==> config.mk <==
export PLATFORM = sky130hd
export DESIGN_NAME = nn_frame_loader_flat
export DESIGN_NICKNAME = d
export VERILOG_FILES = /design/src/rtl/nn_frame_loader_if.sv /design/src/rtl/nn_frame_loader.sv /design/src/flat_wrapper.sv
export SDC_FILE = /design/constraint.sdc
export NUM_CORES = 1
export LEC_CHECK = 0
export BUFFER_PORTS_ARGS = -buffer_cell sky130_fd_sc_hd__buf_2
export CORE_AREA = 3 3 159 161
export DETAILED_ROUTE_END_ITERATION = 7
export DIE_AREA = 0 0 162 164
export GPL_TIMING_DRIVEN = 0
export PLACE_DENSITY = 0.82
export SLEW_MARGIN = 15
export SYNTH_ARGS = -nofsm -noshare
export SYNTH_HDL_FRONTEND = slang
export SYNTH_SLANG_ARGS = --single-unit
export TNS_END_PERCENT = 100
==> constraint.sdc <==
create_clock -name clk -period 9.5 [get_ports clk]
set_clock_uncertainty 0.05 [all_clocks]
set_input_delay 0.475 -clock clk [delete_from_list [all_inputs] [get_ports clk]]
set_output_delay 0.475 -clock clk [all_outputs]
set_load 0.01 [all_outputs]
==> src/rtl/nn_frame_loader_if.sv <==
// Word-stream handshake bundle between the stimulus reader,
// the frame loader and the downstream NN pipeline.
interface nn_frame_loader_if #(
    parameter int DATA_W = 32
);
    logic              in_valid;
    logic [DATA_W-1:0] in_data;
    logic              in_last;
    logic              in_ready;
    logic              out_valid;
    logic [DATA_W-1:0] out_data;
    logic [7:0]        out_tag;
    logic              out_first;
    logic              out_last;
    logic              out_ready;

    modport master (
        output in_valid, in_data, in_last, out_ready,
        input  in_ready, out_valid, out_data,
        input  out_tag, out_first, out_last
    );

    modport slave (
        input  in_valid, in_data, in_last, out_ready,
        output in_ready, out_valid, out_data,
        output out_tag, out_first, out_last
    );
endinterface

==> src/rtl/nn_frame_loader.sv <==
// Splits the word stream into tagged frames and buffers the
// payload in a first-word-fall-through FIFO with frame markers.
module nn_frame_loader #(
    parameter int DATA_W = 32,
    parameter int DEPTH  = 8,
    parameter int LEN_W  = 16
) (
    input  logic                   clk,
    input  logic                   rst,
    nn_frame_loader_if.slave       bus,
    output logic [$clog2(DEPTH):0] fifo_level,
    output logic [LEN_W-1:0]       frame_count,
    output logic                   err_trunc,
    output logic                   err_zero,
    output logic                   stream_done
);
    localparam int AW = $clog2(DEPTH);
    localparam int EW = DATA_W + 10;

    typedef enum logic {S_HDR, S_PAY} state_t;

    state_t           state;
    logic [EW-1:0]    mem [DEPTH];
    logic [AW-1:0]    wr_ptr;
    logic [AW-1:0]    rd_ptr;
    logic [LEN_W-1:0] remaining;
    logic [7:0]       tag_q;
    logic             first_pend;
    logic             eos;

    logic             full;
    logic             accept;
    logic             push;
    logic             pop;
    logic             last_bit;
    logic [LEN_W-1:0] hdr_len;
    logic [EW-1:0]    head;

    // full comes from the registered level, so in_ready never
    // depends combinationally on out_ready
    assign full     = fifo_level == (AW+1)'(DEPTH);
    assign accept   = bus.in_valid & bus.in_ready;
    assign push     = accept & (state == S_PAY);
    assign pop      = bus.out_valid & bus.out_ready;
    assign hdr_len  = bus.in_data[LEN_W-1:0];
    assign last_bit = (remaining == LEN_W'(1)) | bus.in_last;
    assign head     = mem[rd_ptr];

    assign bus.in_ready  = (state == S_HDR) ? ~eos : ~full;
    assign bus.out_valid = fifo_level != '0;
    assign bus.out_tag   = head[EW-1 -: 8];
    assign bus.out_first = head[DATA_W+1];
    assign bus.out_last  = head[DATA_W];
    assign bus.out_data  = head[DATA_W-1:0];

    always_ff @(posedge clk) begin
        if (push)
            mem[wr_ptr] <= {tag_q, first_pend, last_bit,
                            bus.in_data};
    end

    always_ff @(posedge clk) begin
        if (rst) begin
            state       <= S_HDR;
            wr_ptr      <= '0;
            rd_ptr      <= '0;
            fifo_level  <= '0;
            frame_count <= '0;
            remaining   <= '0;
            tag_q       <= '0;
            first_pend  <= 1'b0;
            eos         <= 1'b0;
            err_trunc   <= 1'b0;
            err_zero    <= 1'b0;
            stream_done <= 1'b0;
        end else begin
            err_trunc <= 1'b0;
            err_zero  <= 1'b0;

            if (pop) begin
                rd_ptr <= rd_ptr + AW'(1);
                if (bus.out_last)
                    frame_count <= frame_count + LEN_W'(1);
            end
            if (push)
                wr_ptr <= wr_ptr + AW'(1);

            case ({push, pop})
                2'b10:   fifo_level <= fifo_level + 1'b1;
                2'b01:   fifo_level <= fifo_level - 1'b1;
                default: ;
            endcase

            if (eos && fifo_level == '0 && !push)
                stream_done <= 1'b1;

            if (accept) begin
                unique case (state)
                    S_HDR: begin
                        tag_q      <= bus.in_data[DATA_W-1 -: 8];
                        remaining  <= hdr_len;
                        first_pend <= 1'b1;
                        if (hdr_len == '0)
                            err_zero <= 1'b1;
                        if (bus.in_last) begin
                            err_trunc <= 1'b1;
                            eos       <= 1'b1;
                        end else if (hdr_len != '0) begin
                            state <= S_PAY;
                        end
                    end
                    S_PAY: begin
                        first_pend <= 1'b0;
                        remaining  <= remaining - LEN_W'(1);
                        if (bus.in_last &&
                            remaining > LEN_W'(1))
                            err_trunc <= 1'b1;
                        if (bus.in_last)
                            eos <= 1'b1;
                        if (bus.in_last ||
                            remaining == LEN_W'(1))
                            state <= S_HDR;
                    end
                    default: ;
                endcase
            end
        end
    end
endmodule

==> src/flat_wrapper.sv <==
// flat-port wrapper written by rule: the top's interface ports become plain ports
module nn_frame_loader_flat 
#(
    parameter int DATA_W = 32,
    parameter int DEPTH  = 8,
    parameter int LEN_W  = 16
)
  (clk, rst, fifo_level, frame_count, err_trunc, err_zero, stream_done, bus_in_valid, bus_in_data, bus_in_last, bus_out_ready, bus_in_ready, bus_out_valid, bus_out_data, bus_out_tag, bus_out_first, bus_out_last);
  nn_frame_loader_if #(.DATA_W(DATA_W)) bus_i ();
  input  logic clk;
  input  logic rst;
  output logic [$clog2(DEPTH):0] fifo_level;
  output logic [LEN_W-1:0] frame_count;
  output logic err_trunc;
  output logic err_zero;
  output logic stream_done;
  input wire logic [$bits(bus_i.in_valid)-1:0] bus_in_valid;
  input wire logic [$bits(bus_i.in_data)-1:0] bus_in_data;
  input wire logic [$bits(bus_i.in_last)-1:0] bus_in_last;
  input wire logic [$bits(bus_i.out_ready)-1:0] bus_out_ready;
  output wire logic [$bits(bus_i.in_ready)-1:0] bus_in_ready;
  output wire logic [$bits(bus_i.out_valid)-1:0] bus_out_valid;
  output wire logic [$bits(bus_i.out_data)-1:0] bus_out_data;
  output wire logic [$bits(bus_i.out_tag)-1:0] bus_out_tag;
  output wire logic [$bits(bus_i.out_first)-1:0] bus_out_first;
  output wire logic [$bits(bus_i.out_last)-1:0] bus_out_last;
  assign bus_i.in_valid = bus_in_valid;
  assign bus_i.in_data = bus_in_data;
  assign bus_i.in_last = bus_in_last;
  assign bus_i.out_ready = bus_out_ready;
  assign bus_in_ready = bus_i.in_ready;
  assign bus_out_valid = bus_i.out_valid;
  assign bus_out_data = bus_i.out_data;
  assign bus_out_tag = bus_i.out_tag;
  assign bus_out_first = bus_i.out_first;
  assign bus_out_last = bus_i.out_last;
  nn_frame_loader #(.DATA_W(DATA_W), .DEPTH(DEPTH), .LEN_W(LEN_W)) u_core (.clk(clk), .rst(rst), .bus(bus_i), .fifo_level(fifo_level), .frame_count(frame_count), .err_trunc(err_trunc), .err_zero(err_zero), .stream_done(stream_done));
endmodule
==> results of run 1 <==
-- critical path, stage by stage, from the launching register on --
cell and delay (ns):
dfxtp_1 0.47, nand2_1 0.20, nor2_1 0.55, inv_1 0.12, buf_2 0.25, nor4b_2 0.73
buf_2 0.30, buf_2 0.20, buf_2 0.24, buf_4 0.19
-- per-layer routing --
layer,share of wire (%),vias up
li1,-,3896
met1,38,4613
met2,50,559
met3,9.2,80
met4,2.8,0
met5,0,-
-- power groups by stage --
stage	clock network (mW)	logic (mW)	registers [mW]
after floorplan	0	0.458	1.97
after global placement	0	0.629	1.97
after detailed placement	0	0.642	1.97
after CTS	1.51	0.656	1.94
after global routing	1.58	0.704	1.94
final	1.50	0.652	1.94
-- cells by family after synthesis --
logic type,count (synthesis)
and+or+nand+nor,163
adders and majority gates,8
AOI/OAI and AO/OA,94
xor gates and xnor gates,10
buffers and inverters,56
muxes,132
DFF,395
-- cells in the final DEF (no fill, tap or decap), types with 10 or more instances in the layout --
master and count:
edfxtp_1 336, buf_2 124, mux4_2 83, dfxtp_1 59, mux2_2 43, clkbuf_16 40, a21oi_1 39, nand2_1 37
clkbuf_1 32, buf_4 26, nor2_1 23, buf_6 17, nand3_1 15, or3_1 14, o21ai_0 13, inv_1 10
nor4_1 10, a31oi_1 10
-- registers in the layout, summed over array words and instances (netlist names), named ones only --
name / flops
u_core.mem: 336
u_core.frame_count: 16
u_core.remaining: 16
u_core.tag_q: 8
u_core.fifo_level: 4
u_core.rd_ptr: 3
u_core.wr_ptr: 3
u_core.eos: 1
u_core.err_trunc: 1
u_core.err_zero: 1
u_core.first_pend: 1
u_core.state: 1
u_core.stream_done: 1
-- through the flow --
stage / std cells / hold slack [ns] / utilization, %
6_report: 1407 / 0.1856 / 75.76
2_1_floorplan: 858 / 0.4041 / -
3_3_place_gp: 1283 / 0.3985 / 68.44
5_1_grt: 1406 / 0.1906 / 75.75
4_1_cts: 1406 / 0.1784 / 75.75
3_5_place_dp: 1337 / 0.4105 / 70.59
-- worst min path at each step --
stage / slack (ns) / cells past startpoint / to / startpoint
after floorplan: 0.40 / 2 / flip-flop / u_core.rd_ptr[1]
after global placement: 0.40 / 2 / u_core.stream_done / u_core.stream_done
after detailed placement: 0.41 / 2 / u_core.stream_done / u_core.stream_done
after CTS: 0.18 / 1 / u_core.mem[0][20] / bus_in_data[20]
after global routing: 0.19 / 1 / u_core.mem[6][31] / bus_in_data[31]
final: 0.19 / 1 / u_core.mem[6][20] / bus_in_data[20]
-- cell type report --
cell class              count  area [sq um]  share of cell area (%)
flip-flops and latches    395         11270                   61.72
multi-input cells         407          4126                   22.60
clock buffers              46          1033                   5.659
repair buffers            155         975.9                   5.344
well taps                 324         405.4                   2.220
clock inverters            23         211.5                   1.158
plain buffers              46         198.9                   1.089
inverters                  10         37.54                  0.2055
diodes                      1         2.502                 0.01370
==> run summary, run 1 <==
Status = finished clean
Post-synth top area cell = edfxtp_1
Worst reg2reg endpoint = u_core.mem[1][29]
Reg2Reg Depth = 9
Setup crit end kind = flip-flop
Comb power frac = 15.9%
#FFs+latches synth = 395
Power Total = 4.086 mW
CTS tree = yes
Most frequent cell after synthesis = edfxtp_1
EDFF count, synth = 336
Max VDD drop = 125.9 uV
CTS H-tree depth = 2
Largest net degree at the start of global routing = 21
CTS Sinks = 395
Vias = 9148
Least-Margin Pin Slew = 1.173 ns
Synthesized area = 0.01559 sq mm
FF-to-FF Start = u_core.state
Number of global-route vias before repair = 9161
GRT met3 Usage = 4.792%
Worst skew pair latency = 0.51 ns
Rel. slew slack = 21.06%
Placed cell areas = 0.01702 sq mm
Max_cap viols = 0
Vias per cell = 6.502
Synth async-reset ratio = 0%
Worst EP required = 9.67 ns
Post-CTS Setup Bufs = 0
Nets = 1099
Yosys cell types = 54
CTS Hold Buffers Added = 0
Final Hold Vio Count = 0
DIE HEIGHT = 164 um
Synth Area in Adders = 0.6422%
Count of final setup violators = 0
Worst reg2reg setup slack = 5.90 ns
Crit Path Max Fanout = 11
Initial antenna violation count = 0
Synth top area cells = edfxtp_1, mux4_2, dfxtp_1
Crit. Startpoint = u_core.state
Post-route clock period utilization = 37.88%
Synth-to-layout area growth = 17.16%
Startpoint class of the critical path = flip-flop
Final WL = 35750 um
Count of pins over their slew limit = 0
Core box area = 0.02411 sq mm
Row count = 57
Post-synthesis sequential area ratio = 72.31%
Clock-pin slew on the worst setup and hold paths = 0.06 ns
Pre-antenna DRT Iters = 5
Grt met2 use = 45.57%
Mux cell area share after synthesis = 15.48%
Post-route setup TNS = 0 ns
DIE AREA = 0.02657 sq mm
Fillers = 1385
Initial core utilization = 64.66%
Critical path arrival = 3.77 ns
Number of remaining DRC errors = 0
Placer congestion estimate = 0.9084
Post-synthesis cell count = 858
Largest family of logic cells by synthesized area = multiplexers
Die width = 162 um
Switching share of total power = 24.00%
Worst slack, placed = 5.761 ns
Post-CTS Resized = 0
Synth Area in Compound Gates = 3.749%
Layout cells sized above 1 = 33.64%
Cell area after layout = 0.01826 sq mm
Leakage = 6.097 nW
Xor/xnor share of the synthesized area = 0.5619%
Io pins = 104
Post-Synth Simple-Gate Area = 5.739%
M1 GR Usage = 38.22%
Syn nets = 903
Most heavily used metal layer in global routing = met2
Routed wire length per instance = 25.41 um
Max Fclk = 277.9 MHz
Average instance area after synthesis = 18.17 sq um
CP Class = reg -> reg
First-pass GRT wire length = 54920 um
Clk root buf = clkbuf_16
Port Buffer Count = 101
NetSw = 0.9807 mW
Unrepaired setup endpoints after global routing = no
Synth Flop Type = edfxtp_1
Clk network pwr share = 36.6%
Synth top area share = 64.73%
Pwr Density = 223.7 mW/mm^2
Hold WC Path Type = in -> reg
DR iter-0 viols = 1004
Yosys warns = 0
Congestion Overflow GR = 0
Int Pwr = 3.105 mW
Crit path time final = 3.599 ns
Routed Antenna Nets = 0
Dpl hpwl = 22550 um
Max Root-Sink Buffers = 3
Setup crit end = u_core.mem[1][29]
Sequential share of power = 47.4%
Cts bufs inserted = 39
Total GRT Usage = 27.64%
Final worst slack = 5.901 ns
Commonest cells in the synthesized netlist = edfxtp_1, mux4_2, dfxtp_1
Power figures use the tool's default switching activity.
==> run 2: changes to the inputs <==
--- a/config.mk
+++ b/config.mk
@@ -6,11 +6,11 @@
 export NUM_CORES = 1
 export LEC_CHECK = 0
 export BUFFER_PORTS_ARGS = -buffer_cell sky130_fd_sc_hd__buf_2
-export CORE_AREA = 3 3 159 161
+export CORE_AREA = 3 3 174 176
 export DETAILED_ROUTE_END_ITERATION = 7
-export DIE_AREA = 0 0 162 164
+export DIE_AREA = 0 0 177 179
 export GPL_TIMING_DRIVEN = 0
-export PLACE_DENSITY = 0.82
+export PLACE_DENSITY = 0.73
 export SLEW_MARGIN = 15
 export SYNTH_ARGS = -nofsm -noshare
 export SYNTH_HDL_FRONTEND = slang
==> constraint.sdc (replaced) <==
create_clock -name clk -period 3.28 [get_ports clk]
set_clock_uncertainty 0.05 [all_clocks]
set_input_delay 0.164 -clock clk [delete_from_list [all_inputs] [get_ports clk]]
set_output_delay 0.164 -clock clk [all_outputs]
set_load 0.01 [all_outputs]
==> run 2 against run 1 <==
  * Critical path depth fell by 4
  * Hold slack got worse by 0.17 ns
  * Utilization down 11 points
  * Register-to-register slack got worse by 5.7 ns
  * Global-route usage shrank 5.7 points
  * Final cell count is 5.0% higher
  * Power rose to 2.9 times the previous value
  * Design area is 2.3% higher
  * Clock power rose to 2.8 times the previous value
  * First-iteration DRC count shrank 19%
  * Sequential share of layout area down 1.4 points
  * Routed wire length decreased by 5.8%
==> run summary, run 2 (synthesized netlist as in run 1, its figures left out) <==
Status = finished clean
Final worst slack = 0.1416 ns
Fin cells = 1478
Layout cells sized above 1 = 31.26%
Vias per cell = 6.003
Worst slack, placed = 0.01803 ns
DR iter-0 viols = 816
Count of pins over their slew limit = 0
CTS tree = yes
Startpoint class of the critical path = flip-flop
Routed wire length per instance = 22.79 um
Worst reg2reg setup slack = 0.25 ns
Critical path arrival = 2.92 ns
Hold WC Path Type = in -> reg
Power Total = 11.69 mW
Max Fclk = 318.6 MHz
CP Class = reg -> out
Crit path time final = 3.138 ns
Reg2Reg Depth = 12
Setup crit end = bus_out_first
Max VDD drop = 374.8 uV
Io pins = 104
Reg with most FFs = u_core.mem
Pwr Density = 625.9 mW/mm^2
Cts bufs inserted = 39
Comb power frac = 16.2%
Total GRT Usage = 21.89%
Unrepaired setup endpoints after global routing = no
Worst reg2reg endpoint = u_core.fifo_level[2]
Post-route clock period utilization = 95.68%
Largest net degree at the start of global routing = 20
Pre-antenna DRT Iters = 5
Die width = 177 um
Row count = 62
Crit Path Max Fanout = 10
Initial antenna violation count = 0
Clock-pin slew on the worst setup and hold paths = 0.06 ns
Max_cap viols = 0
FF-to-FF Start = u_core.fifo_level[1]
Worst EP required = 3.07 ns
CTS H-tree depth = 2
Count of final setup violators = 0
Max Root-Sink Buffers = 3
Least-Margin Pin Slew = 1.189 ns
Dpl hpwl = 21110 um
Final WL = 33680 um
# placed instances = 1374
Leakage = 6.124 nW
Worst skew pair latency = 0.52 ns
Largest register FFs = 336
Clk root buf = clkbuf_16
Number of remaining DRC errors = 0
Synth-to-layout area growth = 19.84%
Final Hold Vio Count = 0
DIE HEIGHT = 179 um
Post-route setup TNS = 0 ns
Congestion Overflow GR = 0
Crit path buffers/inverters = 3
Slowest library cell on the worst path = clkbuf_1
Nets = 1108
NetSw = 2.842 mW
Most common cell after layout, fill and taps aside = edfxtp_1
Levels on crit path = 5
Port Buffer Count = 101
Sequential share of power = 48.0%
Placer congestion estimate = 0.8605
Most used cell, CP = clkbuf_1
CP cell instances = clkbuf_1, clkbuf_1, mux4_2, mux2_2, buf_2
CTS Sinks = 395
Routed Antenna Nets = 0
DIE AREA = 0.03168 sq mm
Core box area = 0.02878 sq mm
Top flop regs = u_core.mem (336), u_core.frame_count (16), u_core.remaining (16)
Final core occ = 64.91%
Initial core utilization = 54.16%
First-pass GRT wire length = 52210 um
Vias = 8873
Most frequent cells in the layout = edfxtp_1, buf_2, mux4_2
Setup crit end kind = output pin
CP peak stage delay = 0.66 ns
Clk network pwr share = 35.8%
Rel. slew slack = 20.00%
Int Pwr = 8.849 mW
Diode count = 0
Number of global-route vias before repair = 8898
CP delay by family, top = buffers and inverters
Switching share of total power = 24.31%
==> run 2: tightest hold or removal path: stages <==
cell and delay (ns):
buf_2 0.08, nand2_2 0.12, nand2_1 0.10, a21oi_1 0.07
==> run 2: how the worst min path moves through the flow <==
| stage | start | end | slack (ns) | cells after the start |
|---|---|---|---|---|
| 6_report | bus_out_ready | u_core.rd_ptr[1] | 0.01 | 4 |
| 5_1_grt | bus_out_ready | u_core.rd_ptr[1] | 0.06 | 4 |
| 4_1_cts | bus_out_ready | u_core.rd_ptr[1] | 0.006 | 4 |
| 3_5_place_dp | bus_in_data[19] | u_core.mem[4][19] | 0.39 | 1 |
| 3_3_place_gp | bus_in_data[19] | u_core.mem[6][19] | 0.38 | 1 |
| 2_1_floorplan | bus_in_data[0] | u_core.mem[0][0] | 0.21 | 0 |
==> run 2: power by group through the flow <==
stage,sequential [mW],combinational (mW),clock (mW)
CTS,5.61,1.93,4.26
global placement,5.71,1.85,0
detailed placement,5.71,1.88,0
finish,5.61,1.89,4.19
floorplan,5.70,1.33,0
global route,5.62,2.07,4.45
==> run 2: final cells by class <==
class | instances | area, sq um
buffer | 45 | 200.2
clock buffer | 53 | 1070
clock inverter | 19 | 142.6
fill | 1935 | 10100
inverter | 10 | 37.54
multi-input combinational | 407 | 4187
sequential | 395 | 11270
tap | 384 | 480.5
timing repair buffer | 165 | 1292
==> run 2: what timing repair did <==
action / CTS / global route
hold endpoints to repair: 268 / 0
gates resized for setup: 0 / 3
buffers inserted: 0 / 0
setup endpoints to repair: 0 / 30
hold buffers: 33 / 0
==> run 2: metal layers <==
| metal | track usage [%] | wire, um |
|---|---|---|
| met1 | 31.39 | 14250 |
| met2 | 35.66 | 16520 |
| met3 | 3.325 | 2212 |
| met4 | 6.023 | 701 |
| met5 | 0 | 0 |
==> run 2: metrics by stage <==
step	instance area, sq um	hold WS (ns)
6_report	18680	0.01420
5_1_grt	18680	0.05817
4_1_cts	18670	0.005718
3_5_place_dp	17130	0.3882
3_3_place_gp	16640	0.3815
2_1_floorplan	15660	0.2129
